**src/rtl/fb_arbiter.sv**
```systemverilog
// Shares one framebuffer RAM port between video scanout and two draw requesters, and double-buffers front/back.
// Latency: grant comb at t, memory command registered at t+1, rvalid/rdata at t+2, pixel/pixel_valid at t+3.
// Backpressure: scanout owns every even-x active cycle; requesters hold reqN until gntN, alternating round-robin on ties.
//
// Ports:
//   clk, reset_n                  system clock (2x pixel rate), async active-low reset
//   canDraw, x, y, start_of_frame video timing inputs
//   req/we/addr/wdata{0,1}        draw requester commands; gnt{0,1} combinational accept
//   rvalid{0,1}, rdata            read return (rdata is the raw memory read bus)
//   mem_*                         registered synchronous-RAM command, mem_rdata one cycle later
//   pixel, pixel_valid            scanout pixel stream
//   swap_req, swap_done, front    buffer swap request / completion pulse / current scanout buffer
module fb_arbiter #(
    parameter int DW    = 8,
    parameter int H_ACT = 640
) (
    input  logic          clk,
    input  logic          reset_n,
    input  logic          canDraw,
    input  logic [10:0]   x,
    input  logic [10:0]   y,
    input  logic          start_of_frame,
    input  logic          req0,
    input  logic          req1,
    input  logic          we0,
    input  logic          we1,
    input  logic [18:0]   addr0,
    input  logic [18:0]   addr1,
    input  logic [DW-1:0] wdata0,
    input  logic [DW-1:0] wdata1,
    output logic          gnt0,
    output logic          gnt1,
    output logic          rvalid0,
    output logic          rvalid1,
    output logic [DW-1:0] rdata,
    output logic          mem_en,
    output logic          mem_we,
    output logic [19:0]   mem_addr,
    output logic [DW-1:0] mem_wdata,
    input  logic [DW-1:0] mem_rdata,
    output logic [DW-1:0] pixel,
    output logic          pixel_valid,
    input  logic          swap_req,
    output logic          swap_done,
    output logic          front
);

    // State flops
    logic          rr_q, rr_d;              // 1: requester 1 wins the next tie
    logic          mem_en_q, mem_en_d;
    logic          mem_we_q, mem_we_d;
    logic [19:0]   mem_addr_q, mem_addr_d;
    logic [DW-1:0] mem_wdata_q, mem_wdata_d;
    logic          rd0_s1_q, rd0_s1_d;      // read of requester 0 issued, data due next cycle
    logic          rd1_s1_q, rd1_s1_d;
    logic          scan_s1_q, scan_s1_d;    // scanout fetch issued
    logic          scan_s2_q, scan_s2_d;    // scanout data on mem_rdata this cycle
    logic          rvalid0_q, rvalid0_d;
    logic          rvalid1_q, rvalid1_d;
    logic [DW-1:0] pixel_q, pixel_d;
    logic          pixel_valid_q, pixel_valid_d;
    logic          front_q, front_d;
    logic          pending_q, pending_d;
    logic          swap_done_q, swap_done_d;

    logic          scan_slot;
    logic          swap_fire;
    logic [18:0]   y_ext;
    logic [18:0]   line_base;
    logic [18:0]   pix_idx;

    // Each pixel lasts two clocks; the even half belongs to scanout.
    assign scan_slot = canDraw & ~x[0];

    // 640 = 512 + 128, so the line base is two shifts and an add.
    assign y_ext     = {8'd0, y};
    assign line_base = (H_ACT == 640) ? ((y_ext << 9) + (y_ext << 7))
                                      : (y_ext * 19'(H_ACT));
    assign pix_idx   = line_base + {9'd0, x[10:1]};

    // Grant: never during reset or a scan slot; ties go to the requester not served last.
    always_comb begin
        gnt0 = 1'b0;
        gnt1 = 1'b0;
        if (reset_n && !scan_slot) begin
            if (req0 && (!req1 || !rr_q)) begin
                gnt0 = 1'b1;
            end else if (req1) begin
                gnt1 = 1'b1;
            end
        end
    end

    always_comb begin
        rr_d        = rr_q;
        mem_en_d    = 1'b0;
        mem_we_d    = 1'b0;
        mem_addr_d  = mem_addr_q;
        mem_wdata_d = mem_wdata_q;
        rd0_s1_d    = 1'b0;
        rd1_s1_d    = 1'b0;
        scan_s1_d   = 1'b0;

        if (scan_slot) begin
            mem_en_d   = 1'b1;
            mem_addr_d = {front_q, pix_idx};
            scan_s1_d  = 1'b1;
        end else if (gnt0) begin
            // Draw traffic always targets the back buffer as seen in the grant cycle.
            mem_en_d    = 1'b1;
            mem_we_d    = we0;
            mem_addr_d  = {~front_q, addr0};
            mem_wdata_d = wdata0;
            rd0_s1_d    = ~we0;
            rr_d        = 1'b1;
        end else if (gnt1) begin
            mem_en_d    = 1'b1;
            mem_we_d    = we1;
            mem_addr_d  = {~front_q, addr1};
            mem_wdata_d = wdata1;
            rd1_s1_d    = ~we1;
            rr_d        = 1'b0;
        end

        rvalid0_d     = rd0_s1_q;
        rvalid1_d     = rd1_s1_q;
        scan_s2_d     = scan_s1_q;
        pixel_d       = scan_s2_q ? mem_rdata : pixel_q;
        pixel_valid_d = scan_s2_q;

        // A swap request in the same cycle as frame start takes effect immediately.
        swap_fire   = start_of_frame & (pending_q | swap_req);
        front_d     = front_q ^ swap_fire;
        pending_d   = ~swap_fire & (pending_q | swap_req);
        swap_done_d = swap_fire;
    end

    always_ff @(posedge clk or negedge reset_n) begin
        if (!reset_n) begin
            rr_q          <= 1'b0;
            mem_en_q      <= 1'b0;
            mem_we_q      <= 1'b0;
            mem_addr_q    <= '0;
            mem_wdata_q   <= '0;
            rd0_s1_q      <= 1'b0;
            rd1_s1_q      <= 1'b0;
            scan_s1_q     <= 1'b0;
            scan_s2_q     <= 1'b0;
            rvalid0_q     <= 1'b0;
            rvalid1_q     <= 1'b0;
            pixel_q       <= '0;
            pixel_valid_q <= 1'b0;
            front_q       <= 1'b0;
            pending_q     <= 1'b0;
            swap_done_q   <= 1'b0;
        end else begin
            rr_q          <= rr_d;
            mem_en_q      <= mem_en_d;
            mem_we_q      <= mem_we_d;
            mem_addr_q    <= mem_addr_d;
            mem_wdata_q   <= mem_wdata_d;
            rd0_s1_q      <= rd0_s1_d;
            rd1_s1_q      <= rd1_s1_d;
            scan_s1_q     <= scan_s1_d;
            scan_s2_q     <= scan_s2_d;
            rvalid0_q     <= rvalid0_d;
            rvalid1_q     <= rvalid1_d;
            pixel_q       <= pixel_d;
            pixel_valid_q <= pixel_valid_d;
            front_q       <= front_d;
            pending_q     <= pending_d;
            swap_done_q   <= swap_done_d;
        end
    end

    assign mem_en      = mem_en_q;
    assign mem_we      = mem_we_q;
    assign mem_addr    = mem_addr_q;
    assign mem_wdata   = mem_wdata_q;
    assign rvalid0     = rvalid0_q;
    assign rvalid1     = rvalid1_q;
    assign rdata       = mem_rdata;
    assign pixel       = pixel_q;
    assign pixel_valid = pixel_valid_q;
    assign front       = front_q;
    assign swap_done   = swap_done_q;

endmodule

```
**config.mk**
```make
export PLATFORM = sky130hd
export DESIGN_NAME = fb_arbiter
export DESIGN_NICKNAME = d
export VERILOG_FILES = /design/src/rtl/fb_arbiter.sv
export SDC_FILE = /design/constraint.sdc
export NUM_CORES = 1
export LEC_CHECK = 0
export CORE_ASPECT_RATIO = 0.5
export CORE_MARGIN = 2
export CORE_UTILIZATION = 41
export DETAILED_ROUTE_END_ITERATION = 8
export PLACE_DENSITY = 0.82
export SLEW_MARGIN = 20
export SYNTH_ARGS = -nofsm -noshare
export SYNTH_HDL_FRONTEND = slang
export SYNTH_SLANG_ARGS = --single-unit
```
**constraint.sdc**
```tcl
create_clock -name clk -period 1.9 [get_ports clk]
set_clock_uncertainty 0.15 [all_clocks]
set_input_delay 0.38 -clock clk [delete_from_list [all_inputs] [get_ports clk]]
set_output_delay 0.38 -clock clk [all_outputs]
set_load 0.02 [all_outputs]
```
==> out/qor.csv, run 1 <==
metric,value,unit
Rows,21,
Routed WL per cell,16.83,um
Reg2Reg Depth,6,
global-route wire length before repair,15.17,mm
Max clock buf depth,2,
synth-to-layout area growth,77.46,%
"most common cell after layout, fill and taps aside",clkdlybuf4s50_1,
Residual DRC,0,
"EDFF count, synth",0,
setup_tns,-3.987,ns
Sw Pwr,1.237,mW
Clk pwr share,23.5,%
initial antenna violation count,0,
Die ar.,0.007826,mm2
Core Area,0.006779,mm2
combinational share of power,42.4,%
sequential share of power,34.2,%
part of the cycle the worst path needs,132.9,%
Max-slew headroom,69.02,%
RSZ-0062 raised after global routing,true,
Switching Share,32.52,%
# clock sinks,49,
Initial DRC Count,201,
Initial Util,42.91,%
# diodes,0,
Synth Cell Area,0.002909,mm2
Die W,123.1,um
Pins Over Slew Limit,0,
CP Launch Type,input port,
Avg Synthesized Cell Area,10.17,um2
worst min path class,input port to async pin,
vias per inst,5.257,
Leak,2.407,nW
ANT nets after route,0,
total track usage,24.90,%
vias in the first global route,3111,
IO buf count,145,
minimum clock period,2.526,ns
post-synth top area share,42.15,%
Routability Congestion,0.8512,
CP Capture Type,flip-flop,
layout cells sized above 1,25.89,%
sequential fraction of the synthesis area,42.15,%
Filler cells,455,
max reg flops,20,
outcome,"finished, violations left",
Worst Tran Pin Value,0.4647,ns
number of CTS-inserted buffers,5,
Detailed Routing Iterations Pass 1,4,
Final Hold Viols,0,
Setup WS pre-CTS,-1.399,ns
Setup CP Type,input port to flip-flop,
Mapped Nets,401,
Synth area leaders,"dfrtp_1 42%, ha_1 8.6%, mux2i_1 6.9%, o21ai_0 4.8%, mux2_2 3.9%",
ys async rst share,100.0,%
largest net degree at the start of global routing,37,
post-synthesis sequential element count,49,
"commonest cells after routing, fill and taps aside","123 x clkdlybuf4s50_1, 56 x buf_4, 49 x dfrtp_1, 25 x nand2_1, 24 x o21ai_0",
H-Tree Depth,2,
CTS tree,yes,
nets,593,
Die Span Y,63.56,um
biggest area consumer among synthesized cells,dfrtp_1,
Cells after Synth,286,
failing checks,setup timing,
# Max-Cap Violations,0,
Main synth FF type,dfrtp_1,
internal power,2.567,mW
clock root buffer,clkbuf_16,
setup violators final,9,
CP arrival,2.55,ns
Power Dens Cells,736.8,mW/mm2
detailed-route via count,3002,
hpwl dp,7.362,mm
# hold bufs at CTS,0,
dpl cells,550,
Worst-path clk slew,0.07,ns
io pins,146,
Worst EP required,1.92,ns
Peak Freq,0.3959,GHz
Synth cell types,49,
Hold WS,0.06155,ns
Layout Utilization,76.15,%
total wire length,9.611,mm
Setup WS post-layout,-0.6258,ns
yosys warns,0,
CP Max Fanout,3,
worst-skew pair later-pin latency,0.29,ns
GR Overflow Total,0,
fin cells,571,
Max VDD drop,0.0003947,V
-- power groups by stage --
stage,sequential [mW],clock (mW),combinational [mW]
6_report,1.30,0.893,1.61
3_5_place_dp,1.31,0,1.46
3_3_place_gp,1.31,0,1.43
5_1_grt,1.32,0.953,1.72
2_1_floorplan,1.48,0,0.504
4_1_cts,1.30,0.899,1.58
-- through the flow --
step,area (um2),total power [mW]
3_3_place_gp,4745,2.732
6_report,5162,3.804
2_1_floorplan,2948,1.986
4_1_cts,5100,3.774
5_1_grt,5162,3.987
3_5_place_dp,4745,2.774
-- cells by family after synthesis --
| group | Yosys count | share of synthesized area [%] |
|---|---|---|
| AO/OA/AOI/OAI | 89 | 19.96 |
| AND/OR/NAND/NOR | 60 | 9.764 |
| flip-flops | 49 | 42.15 |
| buffers and inverters | 30 | 5.592 |
| multiplexers | 30 | 10.75 |
| adder cells (fa/ha/maj) | 22 | 9.979 |
| XOR/XNOR | 6 | 1.806 |
-- final cells by class --
type	instances	area [um2]	area share, %
timing repair buffer	207	1911	37.01
multi-input combinational	207	1730	33.52
sequential	49	1226	23.75
clock buffer	6	128.9	2.496
tap	92	115.1	2.230
inverter	8	37.54	0.7271
clock inverter	2	13.76	0.2666
-- metal layers --
layer | part of all wire (%) | up-vias | track usage [%]
met5 | 0 | - | 0
met1 | 38 | 1474 | 29.26
li1 | - | 1417 | -
met2 | 54 | 88 | 45.81
met4 | 2.3 | 0 | 8.523
met3 | 5.4 | 23 | 4.076
-- worst max-delay path: stages --
cell      delay (ns)
buf_8           0.09
inv_8           0.03
fa_1            0.55
inv_2           0.06
fa_2            0.36
a211oi_4        0.29
nor2_4          0.10
buf_4           0.15
o41ai_4         0.21
mux2i_1         0.23
nand3_1         0.10
-- Yosys cell counts (7+ instances only) --
library cell	instances
dfrtp_1	49
o21ai_0	28
nand2_1	26
a21oi_1	20
ha_1	20
mux2i_1	20
a21o_1	12
nor2_1	11
buf_4	10
mux2_2	10
inv_1	8
clkbuf_1	7
-- what timing repair did --
item                                   in CTS  in global routing
endpoints found under the hold margin       0                  0
gates resized for setup                    66                 14
setup endpoints to repair                  29                 10
pin swaps                                  18                  3
gates cloned                                0                  0
setup buffers                              13                  2
-- final timing paths --
| path | endpoint | slack, ns | from |
|---|---|---|---|
| max in group asynchronous | mem_addr[3] | 1.17 | reset_n |
| max reg2reg | mem_addr[12] | 0.03 | rr_q |
| min reg2reg | rvalid1 | 0.20 | rd1_s1_q |
| min in group clk | rvalid1 | 0.20 | rd1_s1_q |
| min | mem_wdata[7] | 0.06 | reset_n |
| max | mem_addr[16] | -0.63 | y[0] |
Power figures use the tool's default switching activity.
==> run 2, diff against run 1 <==
- RECOVER_POWER: default -> 25
==> out/qor.csv, run 2 (same netlist as run 1, synthesis figures left out) <==
metric,value,unit,change
outcome,"finished, violations left",,
failing checks,setup timing,,
Residual DRC,0,,unchanged
Layout Utilization,75.90,%,-0.26 points
hpwl dp,7.362,mm,unchanged
critical path depth,11,,unchanged
setup violators final,9,,unchanged
Routed WL per cell,16.84,um,about the same
nets,593,,unchanged
CTS tree,yes,,
Initial Util,42.91,%,unchanged
# hold bufs at CTS,0,,unchanged
Critical path origin,y[0],,
ANT nets after route,0,,unchanged
total track usage,24.90,%,unchanged
FF+latch area,0.001226,mm2,unchanged
Hold WS,0.1977,ns,+0.1362 ns
Die W,123.1,um,unchanged
minimum clock period,2.529,ns,+0.003153 ns
Detailed Routing Iterations Pass 1,4,,unchanged
Multi-input gate area,0.001730,mm2,unchanged
layout cells sized above 1,25.05,%,-0.84 points
reg-to-reg startpoint,rr_q,,
initial antenna violation count,0,,unchanged
Die ar.,0.007826,mm2,unchanged
"most common cell after layout, fill and taps aside",clkdlybuf4s50_1,,
Leak,2.392,nW,-0.63%
GR Util met1,29.26,%,unchanged
CP Max Fanout,3,,unchanged
Max clock buf depth,2,,unchanged
Core Area,0.006779,mm2,unchanged
Pins Over Slew Limit,0,,unchanged
FF-to-FF setup slack,0.02,ns,about the same
GR Overflow Total,0,,unchanged
part of the cycle the worst path needs,133.1,%,+0.17 points
Max VDD drop,0.0003935,V,-0.30%
# Max-Cap Violations,0,,unchanged
detailed-route via count,3014,,+0.40%
number of CTS-inserted buffers,5,,unchanged
Max-slew headroom,39.99,%,-29 points
"Largest stage delay, worst path",0.55,ns,about the same
"commonest cells after routing, fill and taps aside","123 x clkdlybuf4s50_1, 51 x buf_4, 49 x dfrtp_1, 25 x nand2_1, 24 x o21ai_0",,
# clock sinks,49,,unchanged
worst hold path depth,0,,
IO buf count,145,,unchanged
Die Span Y,63.56,um,unchanged
largest net degree at the start of global routing,37,,unchanged
Rows,21,,unchanged
RSZ-0062 raised after global routing,true,,
Worst-path clk slew,0.07,ns,about the same
# diodes,0,,unchanged
synth-to-layout area growth,76.86,%,
CP bufs+invs,4,,unchanged
Critical Path End,mem_addr[16],,
CP Capture Type,flip-flop,,
Setup WS post-layout,-0.6290,ns,-0.003153 ns
Reg2Reg Depth,6,,unchanged
worst min path class,flip-flop to flip-flop,,
vias per inst,5.278,,+0.40%
Filler cells,460,,+1.1%
worst-path cell chain,buf_8 -> inv_8 -> fa_1 -> inv_2 -> fa_2 -> a211oi_4 -> nor2_4 -> buf_4 -> o41ai_4 -> mux2i_1 -> nand3_1,,
Top delay family on crit path,adder cells,,
Peak Freq,0.3954,GHz,-0.12%
vias in the first global route,3111,,unchanged
met3 Track Usage GR,4.076,%,unchanged
worst-skew pair later-pin latency,0.29,ns,about the same
max reg flops,20,,unchanged
global-route wire length before repair,15.17,mm,unchanged
Final Hold Viols,0,,unchanged
busiest grt layer,met2,,
H-Tree Depth,2,,unchanged
io pins,146,,unchanged
Setup CP Type,input port to flip-flop,,
Worst EP required,1.92,ns,about the same
Worst Tran Pin Value,0.9002,ns,+0.4355 ns
setup_tns,-4.005,ns,-0.01774 ns
min-delay src,rd1_s1_q,,
Initial DRC Count,193,,-4.0%
Power Dens Cells,738.3,mW/mm2,+0.21%
Global Route met2 Usage,45.81,%,unchanged
total wire length,9.618,mm,about the same
R2R Path End,mem_addr[12],,
Routability Congestion,0.8512,,unchanged
Critical Path Slowest Stage Cell,fa_1,,
CP arrival,2.55,ns,about the same
CP Launch Type,input port,,
clock root buffer,clkbuf_16,,
-- run 2: changes by cell type in the layout (fill, tap and decap cells not counted), sizes merged --
| cell | previous run | this run |
|---|---|---|
| buf | 67 | 62 |
| clkbuf | 7 | 12 |
-- run 2: layout make-up --
type                       instances  share of cell area (%)
timing repair buffer             207                   36.79
multi-input combinational        207                   33.63
sequential                        49                   23.83
clock buffer                       6                   2.505
tap                               92                   2.237
inverter                           8                  0.7296
clock inverter                     2                  0.2675
-- run 2: how the worst min path moves through the flow --
stage                    endpoint
detailed placement  pixel_valid_d
CTS                  mem_wdata[7]
global placement    pixel_valid_d
global route        pixel_valid_d
floorplan                   front
finish                    rvalid1
-- run 2: power breakdown --
part / total [mW] / leakage, nW / switching, mW / internal (mW)
clock: 0.892 / 0.0712 / 0.401 / 0.492
combinational: 1.61 / 1.73 / 0.735 / 0.872
sequential: 1.30 / 0.595 / 0.101 / 1.20
-- run 2: layer usage --
metal / vias up / wire [um]
met5: - / 0
met4: 0 / 215
met3: 21 / 482
met2: 88 / 5197
met1: 1488 / 3722
li1: 1417 / -
-- run 2: stage by stage --
step / setup slack, ns / cell area (um2) / std cells / power [mW]
after detailed placement: -1.399 / 4745 / 550 / 2.774
after global placement: -1.269 / 4745 / 550 / 2.732
after CTS: -0.6603 / 5100 / 570 / 3.774
after floorplan: -0.5994 / 2948 / 286 / 1.986
after global routing: -0.7050 / 5145 / 571 / 3.982
final: -0.6290 / 5145 / 571 / 3.799
-- run 2: repair_timing --
item,CTS,global route
resized for setup,66,14
hold endpoints to repair,0,0
pin swaps,18,3
setup endpoints to repair,29,10
buffers inserted,13,2
